### config.mk
export PLATFORM = sky130hd
export DESIGN_NAME = traffic_source_flat
export DESIGN_NICKNAME = d
export VERILOG_FILES = /design/src/rtl/traffic_source_if.sv /design/src/rtl/traffic_source.sv /design/src/flat_wrapper.sv
export SDC_FILE = /design/constraint.sdc
export NUM_CORES = 1
export LEC_CHECK = 0
export BUFFER_PORTS_ARGS = -buffer_cell sky130_fd_sc_hd__buf_4
export CAP_MARGIN = 20
export CORE_ASPECT_RATIO = 0.6
export CORE_MARGIN = 8
export CORE_UTILIZATION = 35
export CTS_CLUSTER_DIAMETER = 50
export CTS_CLUSTER_SIZE = 10
export DETAILED_ROUTE_END_ITERATION = 6
export HOLD_SLACK_MARGIN = 0.1
export MAX_ROUTING_LAYER = met4
export PLACE_DENSITY = 0.64
export SYNTH_ARGS = -nofsm -noshare
export SYNTH_HDL_FRONTEND = slang
export SYNTH_SLANG_ARGS = --single-unit
### constraint.sdc
create_clock -name clk -period 3.2 [get_ports clk]
set_input_delay 0.64 -clock clk [delete_from_list [all_inputs] [get_ports clk]]
set_output_delay 0.64 -clock clk [all_outputs]
set_load 0.05 [all_outputs]
### src/rtl/traffic_source_if.sv
// ============================================================================
// Module   : traffic_source_if
// Purpose  : Serial link and progress counters between a traffic source and
//            its consumer (router input port or testbench).
// Revision : 1.0
// ============================================================================
`default_nettype none

interface traffic_source_if;
  logic        data;
  logic        busy;
  logic [15:0] packets_sent;
  logic [15:0] flits_sent;
  logic        done;

  modport master (
    output data,
    output packets_sent,
    output flits_sent,
    output done,
    input  busy
  );

  modport slave (
    input  data,
    input  packets_sent,
    input  flits_sent,
    input  done,
    output busy
  );
endinterface

`default_nettype wire

### src/rtl/traffic_source.sv
// ============================================================================
// Module   : traffic_source
// Purpose  : Multi-flit packet generator with programmable injection period,
//            fixed / LFSR-random / bit-complement destinations, start-bit
//            serial framing toward one router input port.
// Revision : 1.0
// ============================================================================
`default_nettype none

module traffic_source #(
  parameter int          ID            = 0,
  parameter int          NUM_NODES     = 16,
  parameter int          FLIT_WIDTH    = 8,
  parameter int          DEST_BITS     = 4,
  parameter int          PACKET_FLITS  = 3,
  parameter int          MAX_PACKETS   = 4,
  parameter int          INJECT_PERIOD = 40,
  parameter int          MODE          = 0,
  parameter int          FIXED_DEST    = 4,
  parameter logic [15:0] SEED          = 16'hACE1
) (
  input  logic             clk,
  input  logic             reset,
  traffic_source_if.master tx
);

  localparam int BW = $clog2(FLIT_WIDTH + 2);
  localparam int IW = $clog2(PACKET_FLITS + 1);
  localparam logic [BW-1:0]        LAST_BIT  = BW'(FLIT_WIDTH + 1);
  localparam logic [IW-1:0]        LAST_FLIT = IW'(PACKET_FLITS - 1);
  localparam logic [15:0]          LFSR_INIT = (SEED == 16'd0) ? 16'd1 : SEED;
  localparam logic [15:0]          MAXP      = 16'(MAX_PACKETS);
  localparam logic [DEST_BITS-1:0] ID_F      = DEST_BITS'(ID);
  localparam logic [DEST_BITS-1:0] ID_INV    = ~ID_F;
  localparam logic [DEST_BITS-1:0] FIXED_F   = DEST_BITS'(FIXED_DEST);
  localparam logic [DEST_BITS-1:0] COMP_F    = DEST_BITS'(32'(ID_INV) % 32'(NUM_NODES));

  typedef enum logic [1:0] {
    ST_GAP    = 2'd0,
    ST_CHOOSE = 2'd1,
    ST_WAIT   = 2'd2,
    ST_SEND   = 2'd3
  } state_e;

  state_e                state_q,    state_d;
  logic [15:0]           gap_q,      gap_d;
  logic [IW-1:0]         flit_idx_q, flit_idx_d;
  logic [BW-1:0]         bit_idx_q,  bit_idx_d;
  logic [FLIT_WIDTH:0]   frame_q,    frame_d;
  logic                  data_q,     data_d;
  logic [15:0]           pkts_q,     pkts_d;
  logic [15:0]           flits_q,    flits_d;
  logic                  done_q,     done_d;
  logic [15:0]           lfsr_q,     lfsr_d;
  logic [DEST_BITS-1:0]  dest_q,     dest_d;
  logic                  first_q,    first_d;

  logic [15:0]           w_lfsr_next;
  logic [31:0]           w_rand;
  logic [DEST_BITS-1:0]  w_new_dest;
  logic [FLIT_WIDTH-1:0] w_head;
  logic [FLIT_WIDTH-1:0] w_body;
  logic [FLIT_WIDTH-1:0] w_payload;
  logic                  w_tail;
  logic [15:0]           w_pkts_inc;

  // Fibonacci LFSR, taps 16,14,13,11, shifting toward bit 0.
  assign w_lfsr_next = {lfsr_q[0] ^ lfsr_q[2] ^ lfsr_q[3] ^ lfsr_q[5], lfsr_q[15:1]};

  always_comb begin
    w_rand     = 32'(lfsr_q[DEST_BITS-1:0]) % 32'(NUM_NODES);
    if (w_rand == 32'(ID)) begin
      w_rand = (32'(ID) + 32'd1) % 32'(NUM_NODES);
    end
    case (MODE)
      1:       w_new_dest = w_rand[DEST_BITS-1:0];
      2:       w_new_dest = COMP_F;
      default: w_new_dest = FIXED_F;
    endcase
  end

  always_comb begin
    w_head                          = '0;
    w_head[DEST_BITS-1:0]           = dest_q;
    w_head[2*DEST_BITS-1:DEST_BITS] = ID_F;
    w_body    = FLIT_WIDTH'({pkts_q, DEST_BITS'(flit_idx_q)});
    w_payload = (flit_idx_q == '0) ? w_head : w_body;
    w_tail    = (flit_idx_q == LAST_FLIT);
    w_pkts_inc = (pkts_q == 16'hFFFF) ? pkts_q : pkts_q + 16'd1;
  end

  always_comb begin
    state_d    = state_q;
    flit_idx_d = flit_idx_q;
    bit_idx_d  = bit_idx_q;
    frame_d    = frame_q;
    data_d     = 1'b0;
    pkts_d     = pkts_q;
    flits_d    = flits_q;
    done_d     = done_q;
    lfsr_d     = lfsr_q;
    dest_d     = dest_q;
    first_d    = first_q;

    case (state_q)
      ST_GAP: begin
        if (!done_q && (first_q || ({16'd0, gap_q} + 32'd1 >= 32'(INJECT_PERIOD)))) begin
          state_d = ST_CHOOSE;
        end
      end
      ST_CHOOSE: begin
        dest_d     = w_new_dest;
        lfsr_d     = w_lfsr_next;
        flit_idx_d = '0;
        first_d    = 1'b0;
        state_d    = ST_WAIT;
      end
      ST_WAIT: begin
        if (!tx.busy) begin
          data_d    = 1'b1;
          frame_d   = {w_tail, w_payload};
          bit_idx_d = '0;
          state_d   = ST_SEND;
        end
      end
      ST_SEND: begin
        // One idle cycle after the tail bit gives the FLIT_WIDTH+3 flit pitch.
        if (bit_idx_q == LAST_BIT) begin
          flits_d = (flits_q == 16'hFFFF) ? flits_q : flits_q + 16'd1;
          if (w_tail) begin
            pkts_d  = w_pkts_inc;
            done_d  = done_q | ((MAX_PACKETS != 0) && (w_pkts_inc >= MAXP));
            state_d = ST_GAP;
          end else begin
            flit_idx_d = flit_idx_q + IW'(1);
            state_d    = ST_WAIT;
          end
        end else begin
          data_d    = frame_q[0];
          frame_d   = frame_q >> 1;
          bit_idx_d = bit_idx_q + BW'(1);
        end
      end
      default: state_d = ST_GAP;
    endcase

    // Gap counter measures cycles since the most recent CHOOSE.
    if (state_d == ST_CHOOSE) begin
      gap_d = '0;
    end else begin
      gap_d = (gap_q == 16'hFFFF) ? gap_q : gap_q + 16'd1;
    end
  end

  always_ff @(posedge clk or posedge reset) begin
    if (reset) begin
      state_q    <= ST_GAP;
      gap_q      <= '0;
      flit_idx_q <= '0;
      bit_idx_q  <= '0;
      frame_q    <= '0;
      data_q     <= 1'b0;
      pkts_q     <= '0;
      flits_q    <= '0;
      done_q     <= 1'b0;
      lfsr_q     <= LFSR_INIT;
      dest_q     <= '0;
      first_q    <= 1'b1;
    end else begin
      state_q    <= state_d;
      gap_q      <= gap_d;
      flit_idx_q <= flit_idx_d;
      bit_idx_q  <= bit_idx_d;
      frame_q    <= frame_d;
      data_q     <= data_d;
      pkts_q     <= pkts_d;
      flits_q    <= flits_d;
      done_q     <= done_d;
      lfsr_q     <= lfsr_d;
      dest_q     <= dest_d;
      first_q    <= first_d;
    end
  end

  assign tx.data         = data_q;
  assign tx.packets_sent = pkts_q;
  assign tx.flits_sent   = flits_q;
  assign tx.done         = done_q;

endmodule

`default_nettype wire
### src/flat_wrapper.sv
// flat-port wrapper written by rule: the top's interface ports become plain ports
module traffic_source_flat 
#(
  parameter int          ID            = 0,
  parameter int          NUM_NODES     = 16,
  parameter int          FLIT_WIDTH    = 8,
  parameter int          DEST_BITS     = 4,
  parameter int          PACKET_FLITS  = 3,
  parameter int          MAX_PACKETS   = 4,
  parameter int          INJECT_PERIOD = 40,
  parameter int          MODE          = 0,
  parameter int          FIXED_DEST    = 4,
  parameter logic [15:0] SEED          = 16'hACE1
)
  (clk, reset, tx_data, tx_packets_sent, tx_flits_sent, tx_done, tx_busy);
  traffic_source_if tx_i ();
  input  logic clk;
  input  logic reset;
  output wire logic [$bits(tx_i.data)-1:0] tx_data;
  output wire logic [$bits(tx_i.packets_sent)-1:0] tx_packets_sent;
  output wire logic [$bits(tx_i.flits_sent)-1:0] tx_flits_sent;
  output wire logic [$bits(tx_i.done)-1:0] tx_done;
  input wire logic [$bits(tx_i.busy)-1:0] tx_busy;
  assign tx_data = tx_i.data;
  assign tx_packets_sent = tx_i.packets_sent;
  assign tx_flits_sent = tx_i.flits_sent;
  assign tx_done = tx_i.done;
  assign tx_i.busy = tx_busy;
  traffic_source #(.ID(ID), .NUM_NODES(NUM_NODES), .FLIT_WIDTH(FLIT_WIDTH), .DEST_BITS(DEST_BITS), .PACKET_FLITS(PACKET_FLITS), .MAX_PACKETS(MAX_PACKETS), .INJECT_PERIOD(INJECT_PERIOD), .MODE(MODE), .FIXED_DEST(FIXED_DEST), .SEED(SEED)) u_core (.clk(clk), .reset(reset), .tx(tx_i));
endmodule
==> flow_summary_export.csv, run 1 <==
group,metric,value,unit
critical_path,r2r_cells,7,
timing,finalMaxSlewViolations,0,
cts,clkLatencyLatePin,0.33,ns
finish,mostFrequentLayoutCell,"dfrtp_1",
critical_path,cp-startpoint,"u_core.gap_q[0]",
timing,finalHoldViolCount,0,
timing,fin_ws,0.5980,ns
detailed_routing,viasPerCell,5.234,
hold_path,hp-class,"primary input to asynchronous set/reset pin",
timing,maxSlewHeadroom,47.85,%
detailed_routing,firstDrtPassIters,5,
logic_synthesis,synth-adder-area-share,2.613,%
critical_path,slowest_stage,"o31a_1",
logic_synthesis,synthSimpleGateAreaFrac,22.63,%
critical_path,crit_buf_inv,0,
place,routabilityCongestion,0.9537,
cts,cts_tree,"done",
logic_synthesis,yosys_warnings,0,
global_route,grt_pass1_wl,15.17,mm
floorplan,die_x,151.1,microns
place,placed_cells,561,
timing,tightest_slew,0.7822,ns
global_route,grt_max_degree,41,
pwr,peakVddDrop,0.2890,mV
detailed_routing,vias,3020,
floorplan,num_rows,29,
logic_synthesis,synthDominantCellAreaShare,44.42,%
logic_synthesis,ys_seq_area_share,45.10,%
cts,cts_resized,0,
timing,finClkSkew,0.004609,ns
critical_path,crit_end,"u_core.state_q[0]",
place,pre_cts_ws,0.6322,ns
cts,clk_pin_slew,0.06,ns
cts,cts_hold_buf,0,
logic_synthesis,synth-edff-count,0,
critical_path,start_kind,"flip-flop",
pwr,power.density,490.9,nW/um^2
critical_path,arrival,2.79,ns
cts,clock_path_buffers,2,
floorplan,core,10630,sq um
logic_synthesis,synthMuxAreaShare,3.037,%
pwr,power.leakage,0.002012,uW
timing,setup_viol,0,
finish,area_delta_synth_final,19.11,%
run,max_cap_violations,0,
logic_synthesis,yosysTopAreaCell,"dfrtp_1",
floorplan,ioPinCount,37,
status,status,"completed",
critical_path,cp.required,3.39,ns
logic_synthesis,synthFlopType,"dfrtp_1",
cts,cts-root-buf,"clkbuf_16",
critical_path,cp_cell_sequence,"ha_1 -> nand3_1 -> nor2_1 -> and3_1 -> a21oi_1 -> o31a_1 -> nand2b_1",
critical_path,r2r_slack,0.60,ns
finish,antenna_cells,0,
place,io_buffers,36,
logic_synthesis,synth_nets,413,
cts,post_cts_buffers,0,
detailed_routing,drc,0,
finish,final-instance-count-excl-fill,577,
finish,num-nets-final,444,
critical_path,path_depth,7,
logic_synthesis,synthCells,402,
critical_path,cp_max_fo,14,
critical_path,r2r_end,"u_core.state_q[0]",
logic_synthesis,postSynthAreaPerCell,9.530,sq um
floorplan,start_util,36.04,%
detailed_routing,drt_iter0_markers,252,
logic_synthesis,synth_cell_type_count,50,
detailed_routing,wire_per_inst,15.28,microns
timing,rsz0062_at_grt,"false",
critical_path,max_stage_delay,0.54,ns
cts,clock_sinks,69,
timing,post-route-period-util,81.31,%
logic_synthesis,syn-cell-area,3831,sq um
logic_synthesis,synth_seq_cells,69,
logic_synthesis,synth_async_sr_flop_share,100.0,%
global_route,grt_use_total,13.06,%
detailed_routing,antenna_left,0,
place,dp.final_hpwl,6.238,mm
global_route,grt_pass1_vias,2846,
logic_synthesis,synth_top_family_by_area,"simple AND/OR/NAND/NOR gates",
global_route,grt_antenna_before_repair,0,
floorplan,dieArea,14660,sq um
timing,timing.hold.ws,0.4080,ns
logic_synthesis,synth-compound-area-share,13.39,%
timing,clock.fmax,0.3843,GHz
global_route,grt_overflow,0,
critical_path,critPathTopFamily,"simple AND/OR/NAND/NOR gates",
finish,layout_common_cells,"dfrtp_1, buf_4, nand2_1",
logic_synthesis,yosys.area_share.xor_xnor,9.144,%
cts,htreeDepth,3,
finish,drive_above_1_share,18.49,%
critical_path,crit_path_end_kind,"flip-flop",
critical_path,worstSetupPathType,"flip-flop to flip-flop",
pwr,power,2240,uW
timing,finalSetupTns,0,ns
critical_path,r2r-start,"u_core.gap_q[0]",
logic_synthesis,synth_area_leaders,"dfrtp_1, xnor2_1, nand2_1",
floorplan,die-height,97.04,microns
detailed_routing,drt-total-wl,8.815,mm
timing,fin_crit,2.602,ns
cts,cts_buffers,9,
[stage by stage]
step	utilization (%)	area, sq um
6_report	42.92	4563
5_1_grt	42.92	4563
4_1_cts	42.92	4563
3_5_place_dp	39.78	4229
3_3_place_gp	39.78	4229
2_1_floorplan	-	3831
[power breakdown]
part / switching, uW / total, uW / internal [uW]
Sequential: 34.9 / 940 / 905
Clock: 363 / 1120 / 762
Combinational: 108 / 175 / 67.8
[state kept, by name, indices dropped and copies added (netlist names)]
| name | flops |
|---|---|
| u_core.bit_idx_q | 4 |
| u_core.dest_q | 1 |
| u_core.first_q | 1 |
| u_core.flit_idx_q | 2 |
| u_core.frame_q | 9 |
| u_core.gap_q | 16 |
| u_core.state_q | 2 |
| u_core.tx.data | 1 |
| u_core.tx.done | 1 |
| u_core.tx.flits_sent | 16 |
| u_core.tx.packets_sent | 16 |
[worst min path at each step]
stage	start	end
floorplan	u_core.dest_q[2]	u_core.dest_q[2]
global placement	u_core.dest_q[2]	u_core.dest_q[2]
detailed placement	u_core.dest_q[2]	u_core.dest_q[2]
CTS	reset	u_core.tx.flits_sent[7]
global route	reset	u_core.tx.flits_sent[7]
finish	reset	u_core.tx.flits_sent[7]
[final cells by class]
cell class	instances	area, sq um
inverter	12	45.04
timing repair buffer	43	335.3
clock inverter	4	97.59
sequential	69	1728
fill	1014	6068
tap	139	173.9
multi-input combinational	298	1947
clock buffer	12	236.5
[synthesized netlist by cell type (8+ instances only)]
cell / n
dfrtp_1: 68
xor2_1: 16
clkbuf_1: 10
inv_1: 12
xnor2_1: 24
buf_2: 9
a21oi_1: 18
nor3_1: 12
nand3_1: 23
and3_1: 12
o21ai_0: 22
nand2_1: 38
nor2_1: 27
ha_1: 8
nand4_1: 16
[routing by layer]
metal | vias up | GRT usage, % | part of all wire [%]
met5 | - | - | 0
met4 | 0 | 3.861 | 1.2
met3 | 11 | 3.535 | 4.7
met2 | 76 | 16.17 | 40
met1 | 1443 | 19.73 | 55
li1 | 1490 | - | -
[worst reg2reg max path, stage by stage, from the launching register on]
cell      delay [ns]
dfrtp_1         0.46
ha_1            0.35
nand3_1         0.23
nor2_1          0.36
and3_1          0.22
a21oi_1         0.04
o31a_1          0.54
nand2b_1        0.25
[kinds of logic (layout without fill, tap and decap cells)]
group                    after synthesis  count (layout)
AND/OR/NAND/NOR                      161             161
AO/OA/AOI/OAI                         78              78
flip-flops                            69              69
XOR/XNOR                              40              40
buffers and inverters                 35              71
multiplexers                          11              11
adder cells (fa/ha/maj)                8               8
No activity file was read; power rests on OpenSTA's default activity.
==> run 2: changes to the inputs <==
ABC_AREA = 1   (was not set)
clock period = 2.6 ns   (was 3.2 ns; I/O delays follow)
==> run 2 against run 1 <==
  * Power grew 76%
  * Combinational power grew to 7.1 times the previous value
  * Worst setup slack lost 0.20 ns
  * First-iteration DRC count grew 13%
  * Global-route usage grew 1.0 points
  * Core utilization shrank 0.43 points
  * Critical path type unchanged
  * Critical endpoint is now u_core.tx.done
  * Largest power group is now registers
==> flow_summary_export.csv, run 2 <==
group,metric,value,unit
cts,cts_tree,"done",
detailed_routing,firstDrtPassIters,5,
place,io_buffers,36,
detailed_routing,drt-total-wl,10.22,mm
detailed_routing,vias,3672,
floorplan,num_rows,30,
detailed_routing,wire_per_inst,13.72,microns
floorplan,start_util,35.83,%
logic_synthesis,ys_seq_area_share,42.69,%
global_route,grt_overflow,0,
timing,tightest_slew,0.5830,ns
timing,clock.fmax,0.4535,GHz
floorplan,core,11300,sq um
global_route,grt_pass1_wl,17.06,mm
detailed_routing,drc,0,
global_route,grt_use_total,14.10,%
timing,finalMaxSlewViolations,0,
timing,fin_ws,0.3951,ns
logic_synthesis,syn-cell-area,4048,sq um
logic_synthesis,synth_area_leaders,"dfrtp_1, nand2_1, nor2_1",
cts,cts-root-buf,"clkbuf_16",
logic_synthesis,synth_nets,547,
timing,fin_crit,2.205,ns
cts,htreeDepth,3,
cts,clk_pin_slew,0.06,ns
timing,setup_viol,0,
floorplan,ioPinCount,37,
detailed_routing,antenna_left,0,
cts,cts_resized,0,
pwr,power.leakage,0.002186,uW
critical_path,worstSetupPathType,"flip-flop to flip-flop",
logic_synthesis,synthFlopType,"dfrtp_1",
floorplan,dieArea,15370,sq um
critical_path,r2r_cells,13,
timing,rsz0062_at_grt,"false",
cts,clock_path_buffers,2,
cts,cts_buffers,9,
finish,num-nets-final,591,
timing,finClkSkew,0.004400,ns
finish,mostFrequentLayoutCell,"nand2_1",
place,dp.final_hpwl,7.604,mm
cts,post_cts_buffers,0,
cts,cts_hold_buf,0,
finish,layout_common_cells,"nand2_1, nor2_1, dfrtp_1",
floorplan,die_x,154.8,microns
global_route,grt_antenna_before_repair,0,
pwr,peakVddDrop,0.4720,mV
cts,clock_sinks,69,
timing,post-route-period-util,84.80,%
global_route,grt_pass1_vias,3417,
logic_synthesis,synth_common_cells,"nand2_1, nor2_1, dfrtp_1",
pwr,power.density,821.4,nW/um^2
detailed_routing,drt_iter0_markers,284,
critical_path,cp_max_fo,14,
critical_path,start_kind,"flip-flop",
floorplan,die-height,99.30,microns
cts,clkLatencyLatePin,0.33,ns
logic_synthesis,yosys_warnings,0,
logic_synthesis,synth_seq_cells,69,
finish,antenna_cells,0,
timing,finalHoldViolCount,0,
logic_synthesis,postSynthAreaPerCell,7.552,sq um
place,pre_cts_ws,0.4419,ns
status,status,"completed",
finish,drive_above_1_share,16.07,%
logic_synthesis,synthMostInstantiatedCell,"nand2_1",
critical_path,arrival,2.48,ns
timing,maxSlewHeadroom,61.02,%
global_route,grt_max_degree,70,
run,max_cap_violations,0,
hold_path,hp-class,"primary input to asynchronous set/reset pin",
logic_synthesis,yosysTopAreaCell,"dfrtp_1",
critical_path,cp.required,2.87,ns
finish,area_delta_synth_final,18.61,%
critical_path,crit_path_end_kind,"flip-flop",
logic_synthesis,synthDominantCellAreaShare,42.04,%
logic_synthesis,synth_cell_type_count,39,
logic_synthesis,synth_async_sr_flop_share,100.0,%
logic_synthesis,synth-edff-count,0,
detailed_routing,viasPerCell,4.929,
logic_synthesis,synthCells,536,
place,routabilityCongestion,0.8952,
timing,finalSetupTns,0,ns
-- run 2: cell count changes after synthesis, moves of 7 or more --
cell     change
nor2_1      +60
a21oi_1      -8
nand3_1     +17
nand2_1     +87
and3_1      -12
xnor2_1     -18
buf_2        -7
a31oi_1      +7
inv_1       +41
nor2_2       +9
-- run 2: kinds of logic (layout without fill, tap and decap cells) --
logic type      count (synthesis)  count (layout)  synth area share [%]
mux                             2               2                0.5255
buf+inv                        68             117                 7.048
fa+ha+maj                       8               8                 2.473
flops                          69              69                 42.69
simple gates                  307             307                 34.13
compound gates                 61              61                 8.593
xor+xnor                       21              21                 4.544
-- run 2: per-layer routing --
layer | vias up | share of wire (%) | track usage, %
li1 | 1827 | - | -
met2 | 103 | 40 | 18.84
met1 | 1728 | 54 | 20.83
met3 | 14 | 5.1 | 2.900
met5 | - | 0 | -
met4 | 0 | 1.1 | 3.745
-- run 2: per-stage QoR --
step | std cells | cell area [sq um] | power (uW) | utilization [%] | hold WS, ns
finish | 745 | 4801 | 3943 | 42.49 | 0.2450
global placement | 729 | 4516 | 2733 | 39.97 | 0.4585
CTS | 745 | 4801 | 3984 | 42.49 | 0.2871
detailed placement | 729 | 4516 | 2768 | 39.97 | 0.4753
global route | 745 | 4801 | 4185 | 42.49 | 0.3104
floorplan | 536 | 4048 | 2394 | - | 0.4405
-- run 2: path summary, 6_finish.rpt --
kind	slack, ns	start	to
max	0.40	u_core.tx.packets_sent[1]	u_core.tx.done
min	0.25	reset	u_core.tx.packets_sent[12]
max reg2reg	0.40	u_core.tx.packets_sent[1]	u_core.tx.done
min reg2reg	0.48	u_core.first_q	u_core.first_q
max in group asynchronous	2.00	reset	u_core.first_q
min in group clk	0.39	tx_busy	u_core.tx.data
-- run 2: final cells by class --
type | count | area [sq um]
sequential | 69 | 1728
fill | 1148 | 6497
timing repair buffer | 43 | 335.3
multi-input combinational | 399 | 2034
tap | 160 | 200.2
clock buffer | 11 | 232.7
clock inverter | 5 | 52.55
inverter | 58 | 217.7
-- run 2: power breakdown --
group | internal [uW] | total (uW) | switching (uW)
combinational | 423 | 1250 | 822
sequential | 1290 | 1510 | 219
clock | 738 | 1190 | 455
total | 2450 | 3940 | 1500
-- run 2: critical path: stages, from the launching register on --
cell and delay [ns]:
dfrtp_1 0.43, ha_1 0.28, nand2_1 0.14, nor2_2 0.22, nand2_1 0.12, nor2_2 0.24
inv_1 0.25, nand2_1 0.15, nor2_1 0.05, nand2_1 0.05, nor2_1 0.04, nand3_1 0.07
nand2_1 0.06, nand2_1 0.06
